[config.mk]
export PLATFORM = sky130hd
export DESIGN_NAME = vector_video_timing
export DESIGN_NICKNAME = d
export VERILOG_FILES = /design/src/rtl/vector_video_timing_pkg.sv /design/src/rtl/vector_video_timing_counter.sv /design/src/rtl/vector_video_timing.sv
export SDC_FILE = /design/constraint.sdc
export NUM_CORES = 1
export LEC_CHECK = 0
export ABC_AREA = 1
export BUFFER_PORTS_ARGS = -buffer_cell sky130_fd_sc_hd__buf_2
export CAP_MARGIN = 20
export CORE_AREA = 2 2 102 104
export CTS_CLUSTER_SIZE = 30
export DETAILED_ROUTE_END_ITERATION = 10
export DIE_AREA = 0 0 104 106
export GPL_TIMING_DRIVEN = 0
export SETUP_SLACK_MARGIN = 0.02
export SYNTH_ARGS = -nofsm -noshare
export SYNTH_HDL_FRONTEND = slang
export SYNTH_SLANG_ARGS = --single-unit
[constraint.sdc]
create_clock -name clk24 -period 2.9 [get_ports clk24]
set_clock_uncertainty 0.1 [all_clocks]
set_input_delay 0.29 -clock clk24 [delete_from_list [all_inputs] [get_ports clk24]]
set_output_delay 0.29 -clock clk24 [all_outputs]
set_load 0.02 [all_outputs]
[src/rtl/vector_video_timing_pkg.sv]
// Purpose: default raster timing for the Vector-06C video path (PAL-style
//   768x312 ce12 ticks per frame), counter widths and the interrupt length.
// Ports: none (package).
package vector_video_pkg;
  localparam int HCNT_W        = 10;
  localparam int VCNT_W        = 9;
  localparam int INT_W         = 7;

  localparam int H_TOTAL       = 768;
  localparam int H_ACT_START   = 96;
  localparam int H_ACTIVE      = 512;
  localparam int H_BLANK_START = 640;
  localparam int HSYNC_START   = 672;
  localparam int HSYNC_LEN     = 56;

  localparam int V_TOTAL       = 312;
  localparam int V_ACT_START   = 40;
  localparam int V_ACTIVE      = 256;
  localparam int V_BLANK_START = 298;
  localparam int VSYNC_START   = 300;
  localparam int VSYNC_LEN     = 4;

  localparam int INT_LEN       = 96;
endpackage

[src/rtl/vector_video_timing_counter.sv]
// Purpose: modulo-N up-counter advancing on an enable, with a combinational
//   wrap pulse (en high while the count sits at N-1).
// Ports:
//   clk   in  1  clock
//   rst_n in  1  asynchronous active-low reset (count returns to 0)
//   en    in  1  advance enable
//   cnt   out W  current count 0..N-1
//   wrap  out 1  en && cnt==N-1; the count returns to 0 on this edge
module vvt_ce_counter #(
  parameter int W = 10,
  parameter int N = 768
) (
  input  logic         clk,
  input  logic         rst_n,
  input  logic         en,
  output logic [W-1:0] cnt,
  output logic         wrap
);
  localparam logic [W-1:0] LAST = W'(N - 1);

  assign wrap = en && (cnt == LAST);

  always_ff @(posedge clk or negedge rst_n) begin
    if (!rst_n) begin
      cnt <= '0;
    end else if (en) begin
      cnt <= wrap ? '0 : cnt + 1'b1;
    end
  end
endmodule

[src/rtl/vector_video_timing.sv]
// Purpose: raster timing generator for the Vector-06C video path. Counts the
//   12 MHz pixel enable in the clk24 domain into line/frame positions and
//   publishes syncs, blanking, active/border flags, framebuffer fetch
//   strobes/addresses (with vertical scroll) and the frame interrupt request.
// Ports:
//   clk24        in  1  24 MHz clock
//   reset_n      in  1  asynchronous active-low reset
//   ce12         in  1  pixel enable, one clk24 in two
//   scroll_data  in  8  vertical scroll value
//   scroll_we    in  1  capture scroll_data into the pending scroll register
//   hsync_n      out 1  horizontal sync, active low
//   vsync_n      out 1  vertical sync, active low
//   blank        out 1  horizontal or vertical blank
//   active       out 1  inside the active picture window
//   border       out 1  neither blank nor active
//   fetch_strobe out 1  one-clk24 fetch request for fetch_col/fetch_row
//   fetch_col    out 5  byte column of the fetch
//   fetch_row    out 8  framebuffer row of the fetch
//   frame_start  out 1  one-clk24 pulse at position (0,0)
//   int_rq       out 1  CPU frame interrupt request
module vector_video_timing
  import vector_video_pkg::*;
#(
  parameter int H_TOTAL       = vector_video_pkg::H_TOTAL,
  parameter int H_ACT_START   = vector_video_pkg::H_ACT_START,
  parameter int H_ACTIVE      = vector_video_pkg::H_ACTIVE,
  parameter int H_BLANK_START = vector_video_pkg::H_BLANK_START,
  parameter int HSYNC_START   = vector_video_pkg::HSYNC_START,
  parameter int HSYNC_LEN     = vector_video_pkg::HSYNC_LEN,
  parameter int V_TOTAL       = vector_video_pkg::V_TOTAL,
  parameter int V_ACT_START   = vector_video_pkg::V_ACT_START,
  parameter int V_ACTIVE      = vector_video_pkg::V_ACTIVE,
  parameter int V_BLANK_START = vector_video_pkg::V_BLANK_START,
  parameter int VSYNC_START   = vector_video_pkg::VSYNC_START,
  parameter int VSYNC_LEN     = vector_video_pkg::VSYNC_LEN,
  parameter int INT_LEN       = vector_video_pkg::INT_LEN
) (
  input  logic       clk24,
  input  logic       reset_n,
  input  logic       ce12,
  input  logic [7:0] scroll_data,
  input  logic       scroll_we,
  output logic       hsync_n,
  output logic       vsync_n,
  output logic       blank,
  output logic       active,
  output logic       border,
  output logic       fetch_strobe,
  output logic [4:0] fetch_col,
  output logic [7:0] fetch_row,
  output logic       frame_start,
  output logic       int_rq
);

  if (H_ACT_START < 16 || HSYNC_START < H_BLANK_START ||
      HSYNC_START + HSYNC_LEN > H_TOTAL ||
      H_ACT_START + H_ACTIVE > H_BLANK_START) begin : g_param_check
    $error("vector_video_timing: inconsistent horizontal timing parameters");
  end

  logic              started;
  logic              at_top;
  logic              vld_p0;
  logic              h_en;
  logic              h_wrap;
  logic              v_wrap;
  logic              int_en;
  logic              int_wrap;
  logic [HCNT_W-1:0] hcnt;
  logic [VCNT_W-1:0] vcnt;
  logic [INT_W-1:0]  int_cnt;
  logic [7:0]        scroll_pend;
  logic [7:0]        scroll_cur;

  // The first ce12 after reset publishes position (0,0) instead of advancing,
  // so the first frame after release begins at the top-left corner.
  assign h_en   = ce12 && started;
  assign int_en = vld_p0 && int_rq;

  vvt_ce_counter #(.W(HCNT_W), .N(H_TOTAL)) u_hcnt (
    .clk(clk24), .rst_n(reset_n), .en(h_en), .cnt(hcnt), .wrap(h_wrap)
  );

  vvt_ce_counter #(.W(VCNT_W), .N(V_TOTAL)) u_vcnt (
    .clk(clk24), .rst_n(reset_n), .en(h_wrap), .cnt(vcnt), .wrap(v_wrap)
  );

  vvt_ce_counter #(.W(INT_W), .N(INT_LEN)) u_int_cnt (
    .clk(clk24), .rst_n(reset_n), .en(int_en), .cnt(int_cnt), .wrap(int_wrap)
  );

  // at_top tracks "counters are at (0,0)" so frame_start needs no full compare.
  always_ff @(posedge clk24 or negedge reset_n) begin
    if (!reset_n) begin
      started <= 1'b0;
      at_top  <= 1'b1;
      vld_p0  <= 1'b0;
    end else begin
      vld_p0 <= ce12;
      if (ce12) started <= 1'b1;
      if (h_en) at_top <= v_wrap;
    end
  end

  // ---- stage p0: decode of the freshly advanced counters ----
  logic       hs_p0, vs_p0, hact_p0, vact_p0, blank_p0, fetch_win_p0;
  logic       fetch_hit_p0, int_start_p0;
  logic [8:0] fetch_off_p0;
  logic [7:0] row_p0;

  assign hs_p0   = (int'(hcnt) >= HSYNC_START) && (int'(hcnt) < HSYNC_START + HSYNC_LEN);
  assign vs_p0   = (int'(vcnt) >= VSYNC_START) && (int'(vcnt) < VSYNC_START + VSYNC_LEN);
  assign hact_p0 = (int'(hcnt) >= H_ACT_START) && (int'(hcnt) < H_ACT_START + H_ACTIVE);
  assign vact_p0 = (int'(vcnt) >= V_ACT_START) && (int'(vcnt) < V_ACT_START + V_ACTIVE);
  assign blank_p0 = (int'(hcnt) >= H_BLANK_START) || (int'(vcnt) >= V_BLANK_START);

  // Fetch runs 16 ticks ahead of the pixels it feeds.
  assign fetch_off_p0 = 9'(hcnt - HCNT_W'(H_ACT_START - 16));
  assign fetch_win_p0 = (int'(hcnt) >= H_ACT_START - 16) &&
                        (int'(hcnt) <  H_ACT_START - 16 + H_ACTIVE);
  assign fetch_hit_p0 = vact_p0 && fetch_win_p0 && (fetch_off_p0[3:0] == 4'd0);
  // Framebuffer rows count downward from the scroll value, modulo 256.
  assign row_p0 = scroll_cur - 8'(vcnt - VCNT_W'(V_ACT_START));

  // Idle int counter guards against retriggering inside a running pulse.
  assign int_start_p0 = (hcnt == '0) && (int'(vcnt) == VSYNC_START) && (int_cnt == '0);

  // ---- stage p1: registered outputs, updated one clk24 after each ce12 ----
  always_ff @(posedge clk24 or negedge reset_n) begin
    if (!reset_n) begin
      hsync_n      <= 1'b1;
      vsync_n      <= 1'b1;
      blank        <= 1'b1;
      active       <= 1'b0;
      border       <= 1'b0;
      fetch_strobe <= 1'b0;
      fetch_col    <= 5'd0;
      fetch_row    <= 8'hFF;
      frame_start  <= 1'b0;
      int_rq       <= 1'b0;
    end else if (vld_p0) begin
      hsync_n      <= !hs_p0;
      vsync_n      <= !vs_p0;
      blank        <= blank_p0;
      active       <= hact_p0 && vact_p0;
      border       <= !blank_p0 && !(hact_p0 && vact_p0);
      fetch_strobe <= fetch_hit_p0;
      frame_start  <= at_top;
      if (fetch_hit_p0) begin
        fetch_col <= fetch_off_p0[8:4];
        fetch_row <= row_p0;
      end
      if (int_start_p0) int_rq <= 1'b1;
      else if (int_wrap) int_rq <= 1'b0;
    end else begin
      fetch_strobe <= 1'b0;
      frame_start  <= 1'b0;
    end
  end

  // A write landing with frame_start still lands in pend; cur takes the old pend.
  always_ff @(posedge clk24 or negedge reset_n) begin
    if (!reset_n) begin
      scroll_pend <= 8'hFF;
      scroll_cur  <= 8'hFF;
    end else begin
      if (scroll_we)   scroll_pend <= scroll_data;
      if (frame_start) scroll_cur  <= scroll_pend;
    end
  end
endmodule
# Word-level counts from Yosys, hierarchy flattened
# Index checks and enable logic that the tools add are counted.
# totals
inputBits	12
register_bits	66
wordCells	74
output_inout_bits	21
# op_classes
muxes	7
n_lt_le_gt_ge	12
eq_ne	4
n_reduce_logical	27
add_sub_neg	6
# ops
operator	n
< comparator 10 bit, second input constant	3
>= comparator 10 bit, second input constant	2
>= comparator 10 x 7 -> 1 bit, second input constant	2
== test 9 bit, second input constant	2
>= comparator 9 bit, second input constant	2
< comparator 9 bit, second input constant	2
logical AND 1 bit	16
adder 10 x 1 -> 10 bit, second input constant	1
== test 10 bit, second input constant	1
zero test 10 bit	1
two-way mux 10 bit	1
adder 9 x 1 -> 9 bit, second input constant	1
>= comparator 9 x 6 -> 1 bit, second input constant	1
two-way mux 9 bit	1
subtractor 9 x 7 -> 9 bit, second input constant	1
subtractor 8 x 6 -> 8 bit, second input constant	1
subtractor 8 bit	1
adder 7 x 1 -> 7 bit, second input constant	1
== test 7 bit, second input constant	1
zero test 7 bit	1
two-way mux 7 bit	1
zero test 1 bit	4
zero test 4 bit	1
two-way mux 1 bit	4
other kinds (3)	4

# Longest topological paths before layout
# Gate-level depths: netlist (run 1).
# logic_depth
word_depth	5
mapped_depth	13
ltp_nobuf	13

# Hierarchy
# Synthesis (run 1) repeated with hierarchy kept, for this count alone.
# unflattened
hier_cells	490
hier_area_um2	3822.4
# by_module_without_submodules
mod	area_per_inst_um2	cells_per_inst	seq_area_each_um2	instances
vector_video_timing	2308.5	292	1036.0	1
vvt_ce_counter at u_hcnt	579.3	74	250.2	1
vvt_ce_counter at u_vcnt	554.3	77	225.2	1
vvt_ce_counter at u_int_cnt	380.4	47	175.2	1

# Worst setup path before layout (run 1)
# Ideal clock, no wire load.
# synth_timing
path_type	register to register
startpoint	reg scroll_cur[0]
endpoint	reg fetch_row[7]
stages_incl_launch_ff	14
t_required_ns	2.740
period_less_slack_ns	1.933
setup_ns	0.060
path_slack_ns	0.967
n_path_buf	0
arrival_ns	1.773
cell_sequence	dfstp_2 > inv_1 > ha_1 > inv_1 > ha_1 > inv_1 > fa_1 > inv_1 > nand3_1 > nand3_1 > nand2_1 > nand2_1 > nand2_1 > nand2_1
# synth_between
elab_chain_len	1
# synth_rtl
element	line_no	source
start, declared	vector_video_timing.sv:73	logic [7:0] scroll_cur;
start signal, assigned	vector_video_timing.sv:168	if (frame_start) scroll_cur <= scroll_pend;
subtractor 8 bit	vector_video_timing.sv:123	assign row_p0 = scroll_cur - 8'(vcnt - VCNT_W'(V_ACT_START));
end signal, assigned	vector_video_timing.sv:151	fetch_row <= row_p0;
end, declared	vector_video_timing.sv:50	output logic [7:0] fetch_row,
# No other way between the ends.
# A chain may end at the register's enable or synchronous reset.

# Worst setup path after layout (run 1)
# layout_timing
startpoint	reg u_vcnt.cnt[1]
endpoint	reg fetch_row[7]
# layout_between
elab_chain_len	5
word_cells_on_any_way	8
cone_classes	add/sub (2); order compare (2); reduce/logical (4)
# layout_rtl
element	line_no	source
start, declared	vector_video_timing_counter.sv:16	output logic [W-1:0] cnt,
start signal, assigned	vector_video_timing_counter.sv:27	cnt <= wrap ? '0 : cnt + 1'b1;
branches (longest 5 deep; another with subtractor 8 x 6 -> 8 bit)	-	
# Several ways; the timed one is not identified.

==> impl_summary.txt, run 1 <==
----------------------------------------------------
[Status]
  Status ... finished, final reports clean

[Timing]
  Max-Slew Margin vs Limit ... 0.453
  Setup TNS ... 0 ns
  Setup repair after global routing missed its margin ... false
  Highest clock rate ... 473 MHz
  Number of hold-slack violations in the final timing report ... 0
  Pin slew with the least headroom to its limit ... 0.821 ns
  Final Max Slew Viols ... 0
  Final critical-path required period ... 2.11 ns
  Count of final setup violators ... 0
  Final period utilization ... 0.729

[Logic synthesis]
  Ys async rst share ... 1.00
  Most common cell in the netlist ... sky130_fd_sc_hd__nand2_1
  Fraction of the yosys area taken by sequential cells ... 0.435
  Area share of the largest cell type after synthesis ... 0.245
  Flip-flop and latch count after synthesis ... 66
  Distinct cell type count after synthesis ... 33
  Number of standard cells after synthesis ... 505
  Number of synthesized flops with an enable pin ... 0
  Synth Flop Type ... sky130_fd_sc_hd__dfrtp_1
  Synth Net Count ... 541
  Most frequent cells after synthesis ... 149 x sky130_fd_sc_hd__nand2_1, 79 x sky130_fd_sc_hd__inv_1, 44 x sky130_fd_sc_hd__nand3_1, 38 x sky130_fd_sc_hd__dfrtp_1, 38 x sky130_fd_sc_hd__nor2_1
  Area of the mapped netlist ... 3870 µm²
  Top cells by area, synth ... sky130_fd_sc_hd__dfrtp_1 25%, sky130_fd_sc_hd__dfstp_2 19%, sky130_fd_sc_hd__nand2_1 14%
  Cell accounting for the most synthesized area ... sky130_fd_sc_hd__dfrtp_1
  Warnings from Yosys ... 0
  Post-Syn Area per Cell ... 7.67 µm²

[Clock network]
  Clock latency reported for the late side of the worst-skew pair ... 0.36 ns
  Inserted Clock Buffers ... 9
  Buffer depth of the longest clock path ... 2
  Hold-fix buffers at CTS ... 2
  Number of gates resized after CTS ... 0
  Clock sink total ... 66
  Root buf cell ... sky130_fd_sc_hd__clkbuf_8
  Buffers inserted during post-CTS setup optimization ... 0
  Clock transition at the registers of the reported paths ... 0.07 ns
  CTS H-Tree Depth ... 3
  CTS tree ... done

[Route]
  DRC violations left ... 0
  Average vias per placed instance ... 4.60
  Post-detailed-route count of antenna-violating nets ... 0
  Number of vias in the routed layout ... 3,177
  Drt pass-1 iters ... 4
  Initial drt markers ... 188
  Overall routed net length ... 8.05 mm
  Average wire per cell in the routed design ... 11.7 µm

[Cells and area]
  Share of layout cells above drive strength 1 ... 0.189
  Non-Filler Instances ... 691
  Layout overhead on the synthesized area ... 13.9%
  Antenna cells ... 0
  Number of nets in the layout ... 586
  Final core utilization ... 0.441

[Placement]
  Weighted congestion at the end of routability-driven global placement ... 0.842
  Number of input and output port buffers inserted ... 32
  Post-Place Cells ... 673
  Post-detailed-placement half-perimeter wirelength ... 5.97 mm

[Pwr]
  PnR Total Power ... 2.50 mW
  Worst-case vdd ir drop ... 0.000221 V
  Leak Pwr ... 2.29 nW
  Power density relative to cell area ... 567 nW/µm²

[Die]
  Chip height ... 106 µm
  Row count ... 37
  Die width ... 104 µm
  Full die area ... 11,000 µm²
  Number of ports placed on the die boundary ... 33
  Core ar. ... 10000 µm²
  Initial Util ... 0.388

[Worst hold path]
  Path class of the lowest-slack min-delay path ... input port to flip-flop
  Start point of the worst hold path ... scroll_data[6]

[Global routing]
  Via count of the first global-routing pass ... 3,013
  Pin count of the biggest net entering global routing ... 67
  Remaining global-route overflow ... 0
  First-pass GRT wire length ... 14.1 mm
  Overall global routing resource usage ... 0.159
  Initial antenna violation count ... 0

[Critical path]
  Endpoint kind of the worst setup timing path ... flip-flop
  Critical path startpoint category ... flip-flop
  Arr. time, crit path ... 2.31 ns
  Crit Reg-Reg Startpoint ... u_vcnt.cnt[1]
  Setup Crit Path Kind ... flip-flop to flip-flop
  Crit Path Max Fanout ... 4
  CP Launch Point ... u_vcnt.cnt[1]
  Required arrival time at the worst endpoint ... 3.10 ns
  Reg-to-reg slack, setup ... 0.79 ns

[Flow run]
  Max-capacitance violation count ... 0

----------------------------------------------------
-- stage by stage --
| step | hold slack [ns] | setup WS [ns] | instance area (µm²) |
|---|---|---|---|
| final | 0.0361 | 0.787 | 4410 |
| after global routing | 0.0573 | 0.652 | 4410 |
| after CTS | 0.0292 | 0.772 | 4410 |
| after detailed placement | 0.337 | 0.798 | 4210 |
| after global placement | 0.330 | 0.796 | 4210 |
| after floorplan | -0.106 | 0.967 | 3870 |
-- worst paths after layout --
check	to	cells after the start
max	fetch_row[7]	12
min	scroll_pend[6]	3
max reg2reg	fetch_row[7]	12
min reg2reg	fetch_row[2]	2
max in group asynchronous	u_hcnt.cnt[3]	2
min in group asynchronous	frame_start	2
-- registers in the layout, summed over array words and instances, names as in the netlist, 5 cells and up --
register	cells
scroll_pend	8
scroll_cur	8
fetch_col	5
fetch_row	8
u_int_cnt.cnt	7
u_hcnt.cnt	10
u_vcnt.cnt	9
-- critical path: stages (launching register included) --
cell,delay (ns)
sky130_fd_sc_hd__dfrtp_1,0.39
sky130_fd_sc_hd__inv_1,0.12
sky130_fd_sc_hd__ha_1,0.30
sky130_fd_sc_hd__ha_1,0.18
sky130_fd_sc_hd__inv_1,0.06
sky130_fd_sc_hd__fa_1,0.41
sky130_fd_sc_hd__inv_1,0.09
sky130_fd_sc_hd__nand3_1,0.10
sky130_fd_sc_hd__nand3_1,0.08
sky130_fd_sc_hd__nand2_1,0.05
sky130_fd_sc_hd__nand2_1,0.07
sky130_fd_sc_hd__nand2_1,0.05
sky130_fd_sc_hd__nand2_1,0.05
-- routing by layer --
metal | share of wire | wire (µm) | up-vias | track usage
met3 | 0.024 | 193 | 12 | 0.0202
met1 | 0.49 | 3960 | 1454 | 0.208
met4 | 0.022 | 176 | 0 | 0.0840
li1 | - | - | 1676 | -
met2 | 0.46 | 3720 | 35 | 0.260
met5 | 0 | 0 | - | 0
-- cell families (layout without fill, tap and decap cells) --
| kind of cell | count (synthesis) | in the layout | synth area share |
|---|---|---|---|
| buf+inv | 91 | 141 | 0.0936 |
| xor+xnor | 8 | 8 | 0.0181 |
| mux | 4 | 4 | 0.0116 |
| flops | 66 | 66 | 0.435 |
| simple gates | 270 | 270 | 0.307 |
| compound gates | 42 | 42 | 0.0546 |
| fa+ha+maj | 24 | 24 | 0.0794 |
-- final cells by class --
class                   count  area (µm²)
clock inverters             6        56.3
flip-flops and latches     66        1690
multi-input cells         348        1830
inverters                  83         312
repair buffers             34         183
plain buffers               8        51.3
clock buffers              10         128
fillers                  1041        5590
well taps                 136         170
-- power by group --
group | internal [mW] | total, mW | switching [mW]
Clock | 0.391 | 0.757 | 0.366
Combinational | 0.203 | 0.577 | 0.374
Sequential | 1.06 | 1.17 | 0.106
Total | 1.66 | 2.50 | 0.846
-- placed cells by master (no fill, tap or decap), drive strengths merged --
cell type and instances:
bufinv 1, nand2 154, clkbuf 13, xor2 7, nor2 45, nor3 11
ha 23, fa 1, inv 84, dlygate4sd3 2, o21ai 26, or2 1
buf 37, a31oi 1, a21oi 15, nand3b 3, nor4 1, clkinv 4
nor3b 1, dfstp 28, mux2 4, nand4 8, nand3 46, dfrtp 38
xnor2 1
Note: power is estimated with default switching activity, not from simulation.
==> run 2, diff against run 1 <==
- clock period: 2.9 -> 1.8 ns (I/O delays scaled with it)
==> impl_summary.txt, run 2 (same netlist as run 1, synthesis figures left out) <==
----------------------------------------------------
[Status]
  Status ... finished with violations
  Failing checks ... negative setup slack

[Cells and area]
  Number of fill cells ... 1,001 (-3.8%)
  Final core utilization ... 0.489 (+0.0478)
  Number of nets in the layout ... 610 (+4.1%)
  Antenna cells ... 0 (unchanged)
  Most frequent cells in the layout ... 141 x sky130_fd_sc_hd__nand2_1, 63 x sky130_fd_sc_hd__inv_1, 39 x sky130_fd_sc_hd__nand3_1, 37 x sky130_fd_sc_hd__nor2_1, 35 x sky130_fd_sc_hd__dfrtp_1
  Non-Filler Cell Area, Final ... 4890 µm² (+11%)
  Registers with the most flip-flops ... u_hcnt.cnt: 10 flops, u_vcnt.cnt: 9 flops
  Non-Filler Instances ... 715 (+3.5%)
  Layout overhead on the synthesized area ... 26.2%
  Largest register FFs ... 10 (unchanged)
  Commonest non-fill, non-tap cell in the layout ... sky130_fd_sc_hd__nand2_1
  Share of layout cells above drive strength 1 ... 0.287 (+0.0975)
  Register ranked first by flip-flop count ... u_hcnt.cnt

[Pwr]
  Leak Pwr ... 2.41 nW (+5.2%)
  Worst-case vdd ir drop ... 0.000379 V (+72%)
  PnR Total Power ... 4.41 mW (+76%)
  Power density relative to cell area ... 903 nW/µm² (+59%)

[Clock network]
  Inserted Clock Buffers ... 9 (unchanged)
  CTS H-Tree Depth ... 3 (unchanged)
  Clock transition at the registers of the reported paths ... 0.07 ns (about the same)
  Buffer depth of the longest clock path ... 2 (unchanged)
  Clock sink total ... 66 (unchanged)
  CTS tree ... done
  Root buf cell ... sky130_fd_sc_hd__clkbuf_8
  Clock latency reported for the late side of the worst-skew pair ... 0.35 ns (about the same)

[Timing]
  Number of hold-slack violations in the final timing report ... 0 (unchanged)
  Final critical-path required period ... 1.91 ns (-0.207 ns)
  Highest clock rate ... 525 MHz (+11%)
  Setup repair after global routing missed its margin ... true
  Final period utilization ... 1.06 (+0.330)
  Count of final setup violators ... 2 (+2)
  Final setup slack of the worst path ... -0.106 ns (-0.893 ns)
  Setup TNS ... -0.194 ns (-0.194 ns)
  Max-Slew Margin vs Limit ... 0.445 (-0.00819)
  Hold WS ... 0.207 ns (+0.171 ns)
  Final Max Slew Viols ... 0 (unchanged)
  Pin slew with the least headroom to its limit ... 0.833 ns (+0.0123 ns)

[Placement]
  Placement-stage worst setup slack ... -0.243 ns (-1.04 ns)
  Post-detailed-placement half-perimeter wirelength ... 6.01 mm (+0.66%)
  Post-Place Cells ... 673 (unchanged)
  Weighted congestion at the end of routability-driven global placement ... 0.849 (+0.93%)
  Number of input and output port buffers inserted ... 32 (unchanged)
  Placed cell areas ... 4220 µm² (+0.30%)

[Global routing]
  Remaining global-route overflow ... 0 (unchanged)
  First-pass GRT wire length ... 14.6 mm (+3.7%)
  Initial antenna violation count ... 0 (unchanged)
  Via count of the first global-routing pass ... 3,225 (+7.0%)
  Overall global routing resource usage ... 0.164 (+0.00486)
  Pin count of the biggest net entering global routing ... 67 (unchanged)

[Route]
  Average vias per placed instance ... 4.65 (+1.1%)
  Number of vias in the routed layout ... 3,323 (+4.6%)
  Post-detailed-route count of antenna-violating nets ... 0 (unchanged)
  Overall routed net length ... 8.70 mm (+8.0%)
  Average wire per cell in the routed design ... 12.2 µm (+4.4%)
  Initial drt markers ... 147 (-22%)
  DRC violations left ... 0 (unchanged)
  Drt pass-1 iters ... 7 (+3)

[Die]
  Initial Util ... 0.388 (unchanged)
  Full die area ... 11,000 µm² (unchanged)
  Die width ... 104 µm (unchanged)
  Number of ports placed on the die boundary ... 33 (unchanged)
  Core ar. ... 10000 µm² (unchanged)
  Chip height ... 106 µm (unchanged)
  Row count ... 37 (unchanged)

[Critical path]
  Library cell contributing the largest single delay on the critical path ... sky130_fd_sc_hd__dfstp_2
  Required arrival time at the worst endpoint ... 2.00 ns (-1.10 ns)
  Setup Crit Path Kind ... flip-flop to flip-flop
  Critical path startpoint category ... flip-flop
  Largest incremental delay on the critical path ... 0.53 ns (+0.12 ns)
  Crit Path Max Fanout ... 2 (-2)
  Endpoint kind of the worst setup timing path ... flip-flop
  Arr. time, crit path ... 2.10 ns (-0.21 ns)
  Cell breakdown of the critical path ... inv_2, ha_4, inv_4, ha_4, inv_2, fa_2, inv_2, nand3_2, nand3_2, nand2_1, nand2_1, nand2_1, nand2_1
  Cell mode on critical path ... sky130_fd_sc_hd__nand2_1

[Flow run]
  Max-capacitance violation count ... 0 (unchanged)

[Worst hold path]
  Path class of the lowest-slack min-delay path ... input port to flip-flop

----------------------------------------------------
## run 2: cell count changes in the layout (fill, tap and decap cells not counted), moves of 4 or more
cell / previous run / this run
sky130_fd_sc_hd__buf_4: 2 / 16
sky130_fd_sc_hd__nand3_1: 44 / 39
sky130_fd_sc_hd__nand2_1: 149 / 141
sky130_fd_sc_hd__nand3_2: 2 / 6
sky130_fd_sc_hd__inv_2: 4 / 16
sky130_fd_sc_hd__ha_1: 23 / 11
sky130_fd_sc_hd__nand2_2: 4 / 12
sky130_fd_sc_hd__inv_1: 79 / 63
sky130_fd_sc_hd__dlygate4sd3_1: 2 / 12
sky130_fd_sc_hd__ha_4: 0 / 11
## run 2: final timing paths
path	startpoint	to	slack [ns]	cells past startpoint
min in group asynchronous	reset_n	frame_start	0.38	2
setup reg to reg	scroll_cur[0]	fetch_row[7]	-0.11	13
hold reg to reg	fetch_row[3]	fetch_row[3]	0.36	2
setup / recovery	scroll_cur[0]	fetch_row[7]	-0.11	13
max in group asynchronous	reset_n	u_hcnt.cnt[4]	0.63	2
hold / removal	scroll_we	scroll_pend[6]	0.21	4
## run 2: cell type report
type | count | area [µm²] | share of cell area
Multi-Input combinational cell | 348 | 2030 | 0.416
Clock inverter | 5 | 76.3 | 0.0156
Buffer | 8 | 53.8 | 0.0110
Sequential cell | 66 | 1690 | 0.346
Inverter | 83 | 322 | 0.0658
Clock buffer | 11 | 151 | 0.0310
Timing Repair Buffer | 58 | 392 | 0.0801
Tap cell | 136 | 170 | 0.0348
## run 2: layer usage
layer / GRT usage / wire, µm / vias to the layer above
met1: 0.205 / 4050 / 1549
met3: 0.0319 / 217 / 10
met5: 0 / 0 / -
li1: - / - / 1719
met4: 0.0618 / 141 / 0
met2: 0.282 / 4290 / 45
## run 2: worst max-delay path: cells and delay by family (launching register included)
family | cells | cell delay [ns]
fa+ha+maj | 3 | 0.65
flops | 1 | 0.53
simple gates | 6 | 0.36
buf+inv | 4 | 0.22
## run 2: repair_timing
action / in CTS / in global routing
buffers inserted: 4 / 10
gates resized for setup: 31 / 20
endpoints found under the hold margin: 48 / 0
setup endpoints to repair: 14 / 23
pin swaps: 17 / 12
hold buffers: 12 / 0
## run 2: where the power goes
part / switching [mW] / internal [mW]
Clock: 0.581 / 0.848
Combinational: 0.650 / 0.439
Sequential: 0.182 / 1.71
Total: 1.41 / 3.00
==> run 3, diff against run 2 <==
- BUFFER_PORTS_ARGS: -buffer_cell sky130_fd_sc_hd__buf_2 -> -buffer_cell sky130_fd_sc_hd__buf_4
- CAP_MARGIN: 20 -> unset
- CORE_AREA: 2 2 102 104 -> 2 2 101 103
- DIE_AREA: 0 0 104 106 -> 0 0 103 105
- SYNTH_HIERARCHICAL: unset -> 1
==> impl_summary.txt, run 3 <==
----------------------------------------------------
[Clock network]
  Clock transition at the registers of the reported paths ... 0.07 ns (about the same)
  CTS tree ... done
  Inserted Clock Buffers ... 9 (unchanged)
  Clock sink total ... 66 (unchanged)
  CTS H-Tree Depth ... 3 (unchanged)
  Buffer depth of the longest clock path ... 2 (unchanged)
  Root buf cell ... sky130_fd_sc_hd__clkbuf_8
  Clock latency reported for the late side of the worst-skew pair ... 0.35 ns (about the same)

[Route]
  Number of vias in the routed layout ... 3,216 (-3.2%)
  Drt pass-1 iters ... 4 (-3)
  DRC violations left ... 0 (unchanged)
  Overall routed net length ... 8.32 mm (-4.3%)
  Average wire per cell in the routed design ... 11.8 µm (-3.3%)
  Initial drt markers ... 122 (-17%)
  Post-detailed-route count of antenna-violating nets ... 0 (unchanged)
  Average vias per placed instance ... 4.55 (-2.1%)

[Cells and area]
  Number of nets in the layout ... 601 (-1.5%)
  Number of fill cells ... 919 (-8.2%)
  Layout overhead on the synthesized area ... 31.8%
  Largest register FFs ... 10 (unchanged)
  Commonest non-fill, non-tap cell in the layout ... sky130_fd_sc_hd__nand2_1
  Total area of multi-input combinational cells ... 2060 µm² (+1.4%)
  Antenna cells ... 0 (unchanged)
  FF+latch area ... 1700 µm² (+0.44%)
  Register ranked first by flip-flop count ... u_hcnt/cnt
  Registers with the most flip-flops ... u_hcnt/cnt: 10 flops, u_vcnt/cnt: 9 flops
  Share of layout cells above drive strength 1 ... 0.328 (+0.0408)
  Most frequent cells in the layout ... 148 x sky130_fd_sc_hd__nand2_1, 59 x sky130_fd_sc_hd__inv_1, 56 x sky130_fd_sc_hd__buf_4, 55 x sky130_fd_sc_hd__nor2_1, 29 x sky130_fd_sc_hd__dfrtp_1

[Global routing]
  Pin count of the biggest net entering global routing ... 67 (unchanged)
  Initial antenna violation count ... 0 (unchanged)
  First-pass GRT wire length ... 14.0 mm (-4.4%)
  Remaining global-route overflow ... 0 (unchanged)
  Overall global routing resource usage ... 0.164 (about the same)
  Via count of the first global-routing pass ... 3,146 (-2.4%)

[Logic synthesis]
  Post-Syn Area per Cell ... 7.80 µm² (+1.7%)
  Number of standard cells after synthesis ... 490 (-3.0%)
  Number of synthesized flops with an enable pin ... 0 (unchanged)
  Flip-flop and latch count after synthesis ... 66 (unchanged)
  Most frequent cells after synthesis ... 156 x sky130_fd_sc_hd__nand2_1, 71 x sky130_fd_sc_hd__inv_1, 56 x sky130_fd_sc_hd__nor2_1, 38 x sky130_fd_sc_hd__dfrtp_1, 28 x sky130_fd_sc_hd__dfstp_2
  Arithmetic-cell share of the synthesized area counting full adders, half adders and majority gates ... 0.0674 (-0.0120)
  Xor-xnor portion of the synthesized cell area ... 0.0321 (+0.0140)
  Fraction of the yosys area taken by sequential cells ... 0.441 (+0.00598)
  Synth Net Count ... 522 (-3.5%)
  Ys async rst share ... 1.00 (unchanged)
  Fraction of the mapped netlist area in simple logic gates ... 0.319 (+0.0121)
  Combinational family with the most area after synthesis ... simple AND/OR/NAND/NOR gates
  Area of the mapped netlist ... 3820 µm² (-1.4%)
  Cell accounting for the most synthesized area ... sky130_fd_sc_hd__dfrtp_1
  Share of synthesized area spent on multiplexers ... 0.0118 (+0.000160)
  Synth Flop Type ... sky130_fd_sc_hd__dfrtp_1
  Synth Area in Compound Gates ... 0.0422 (-0.0123)
  Most common cell in the netlist ... sky130_fd_sc_hd__nand2_1
  Distinct cell type count after synthesis ... 33 (unchanged)
  Area share of the largest cell type after synthesis ... 0.249 (+0.00337)
  Warnings from Yosys ... 6 (+6)
  Top cells by area, synth ... sky130_fd_sc_hd__dfrtp_1 25%, sky130_fd_sc_hd__dfstp_2 19%, sky130_fd_sc_hd__nand2_1 15%

[Timing]
  Setup TNS ... -0.269 ns (-0.0755 ns)
  Final Max Slew Viols ... 0 (unchanged)
  Final period utilization ... 1.06 (-0.00344)
  Final setup slack of the worst path ... -0.0993 ns (+0.00619 ns)
  Setup repair after global routing missed its margin ... true
  Count of final setup violators ... 3 (+1)
  Highest clock rate ... 526 MHz (+0.33%)
  Final critical-path required period ... 1.90 ns (-0.00619 ns)
  Max-Slew Margin vs Limit ... 0.439 (-0.00592)
  Number of hold-slack violations in the final timing report ... 0 (unchanged)
  Hold WS ... 0.0963 ns (-0.111 ns)
  Pin slew with the least headroom to its limit ... 0.842 ns (+0.00888 ns)

[Die]
  Die width ... 103 µm (-0.96%)
  Number of ports placed on the die boundary ... 33 (unchanged)
  Row count ... 36 (-2.7%)
  Initial Util ... 0.397 (+0.00903)
  Core ar. ... 9640 µm² (-3.6%)
  Chip height ... 105 µm (-0.94%)
  Full die area ... 10,800 µm² (-1.9%)

[Pwr]
  Power density relative to cell area ... 707 nW/µm² (-22%)
  Leak Pwr ... 2.51 nW (+4.2%)
  Worst-case vdd ir drop ... 0.000346 V (-8.7%)
  PnR Total Power ... 3.56 mW (-19%)

[Critical path]
  Setup Crit Path Kind ... flip-flop to flip-flop
  Crit Reg-Reg Startpoint ... scroll_cur[1]
  Arr. time, crit path ... 2.08 ns (-0.02 ns)
  Crit Path Max Fanout ... 4 (+2)
  Reg-to-reg slack, setup ... -0.1 ns (about the same)
  Capturing point of the worst reg2reg path ... fetch_row[3]
  Cells on worst reg2reg path ... 7 (-6)
  Endpoint kind of the worst setup timing path ... flip-flop
  Critical path startpoint category ... flip-flop
  Required arrival time at the worst endpoint ... 1.98 ns (-0.02 ns)

[Placement]
  Weighted congestion at the end of routability-driven global placement ... 0.844 (-0.67%)
  Number of input and output port buffers inserted ... 32 (unchanged)
  Post-detailed-placement half-perimeter wirelength ... 5.62 mm (-6.6%)

[Worst hold path]
  Start point of the worst hold path ... ce12
  Endpoint of the worst hold path ... at_top
  Path class of the lowest-slack min-delay path ... input port to flip-flop
  Depth of the worst hold-timing path ... 5 (+1)

[Flow run]
  Max-capacitance violation count ... 0 (unchanged)

[Status]
  Status ... finished with violations
  Failing checks ... negative setup slack

----------------------------------------------------
[run 3: per-layer routing]
layer / part of all wire / global-route usage / routed length [µm] / up-vias
met5: 0 / 0 / 0 / -
met4: 0.011 / 0.0564 / 94 / 0
met3: 0.025 / 0.0361 / 209 / 7
met2: 0.49 / 0.261 / 4040 / 33
met1: 0.48 / 0.219 / 3970 / 1503
li1: - / - / - / 1673
[run 3: cell type report]
type	instances	area share
inverter	75	0.0589
timing repair buffer	69	0.110
tap	133	0.0330
multi-input combinational	342	0.409
clock buffer	11	0.0281
buffer	6	0.00845
clock inverter	5	0.0154
sequential	66	0.337
[run 3: critical path, stage by stage, from the launching register on]
cell and delay (ns):
sky130_fd_sc_hd__dfstp_2 0.56, sky130_fd_sc_hd__ha_4 0.21, sky130_fd_sc_hd__ha_4 0.16, sky130_fd_sc_hd__fa_2 0.40, sky130_fd_sc_hd__buf_4 0.16, sky130_fd_sc_hd__xor2_2 0.14
sky130_fd_sc_hd__nand2_1 0.06, sky130_fd_sc_hd__nand2_1 0.05
[run 3: metrics by stage]
step,area (µm²),std cells,worst slack (ns),util
floorplan,3890,490,0.00414,-
global placement,4300,655,-0.185,0.446
detailed placement,4300,655,-0.205,0.446
CTS,4840,696,-0.0855,0.503
global route,5040,707,-0.212,0.523
finish,5040,707,-0.0993,0.523
[run 3: kinds of logic (layout without fill, tap and decap cells)]
family,after synthesis,count (layout)
AND/OR/NAND/NOR,274,274
buffers and inverters,82,166
flip-flops,66,66
AO/OA/AOI/OAI,30,30
adder cells (fa/ha/maj),20,20
XOR/XNOR,14,14
multiplexers,4,4
[run 3: how the worst max path moves through the flow]
stage                               end     startpoint  cells past startpoint
after floorplan            fetch_row[5]  scroll_cur[1]                      7
after global placement    u_vcnt/cnt[1]  u_hcnt/cnt[0]                     11
after detailed placement  u_vcnt/cnt[1]  u_hcnt/cnt[0]                     11
after CTS                  fetch_row[7]  scroll_cur[1]                     10
after global routing       fetch_row[7]  scroll_cur[1]                     10
final                      fetch_row[3]  scroll_cur[1]                      7
[run 3: power by group]
part | internal [mW] | total [mW] | switching [mW] | leakage, nW
clock network | 0.813 | 1.39 | 0.578 | 0.109
logic | 0.199 | 0.464 | 0.265 | 1.64
registers | 1.58 | 1.71 | 0.125 | 0.765
total | 2.59 | 3.56 | 0.968 | 2.51
[run 3: what timing repair did]
item | 4_1_cts | 5_1_grt
pin swaps | 9 | 20
gates resized for setup | 28 | 32
hold buffers | 14 | 0
hold endpoints to repair | 49 | 0
gates cloned | 0 | 0
buffers inserted | 12 | 11
endpoints found under the setup margin | 15 | 21
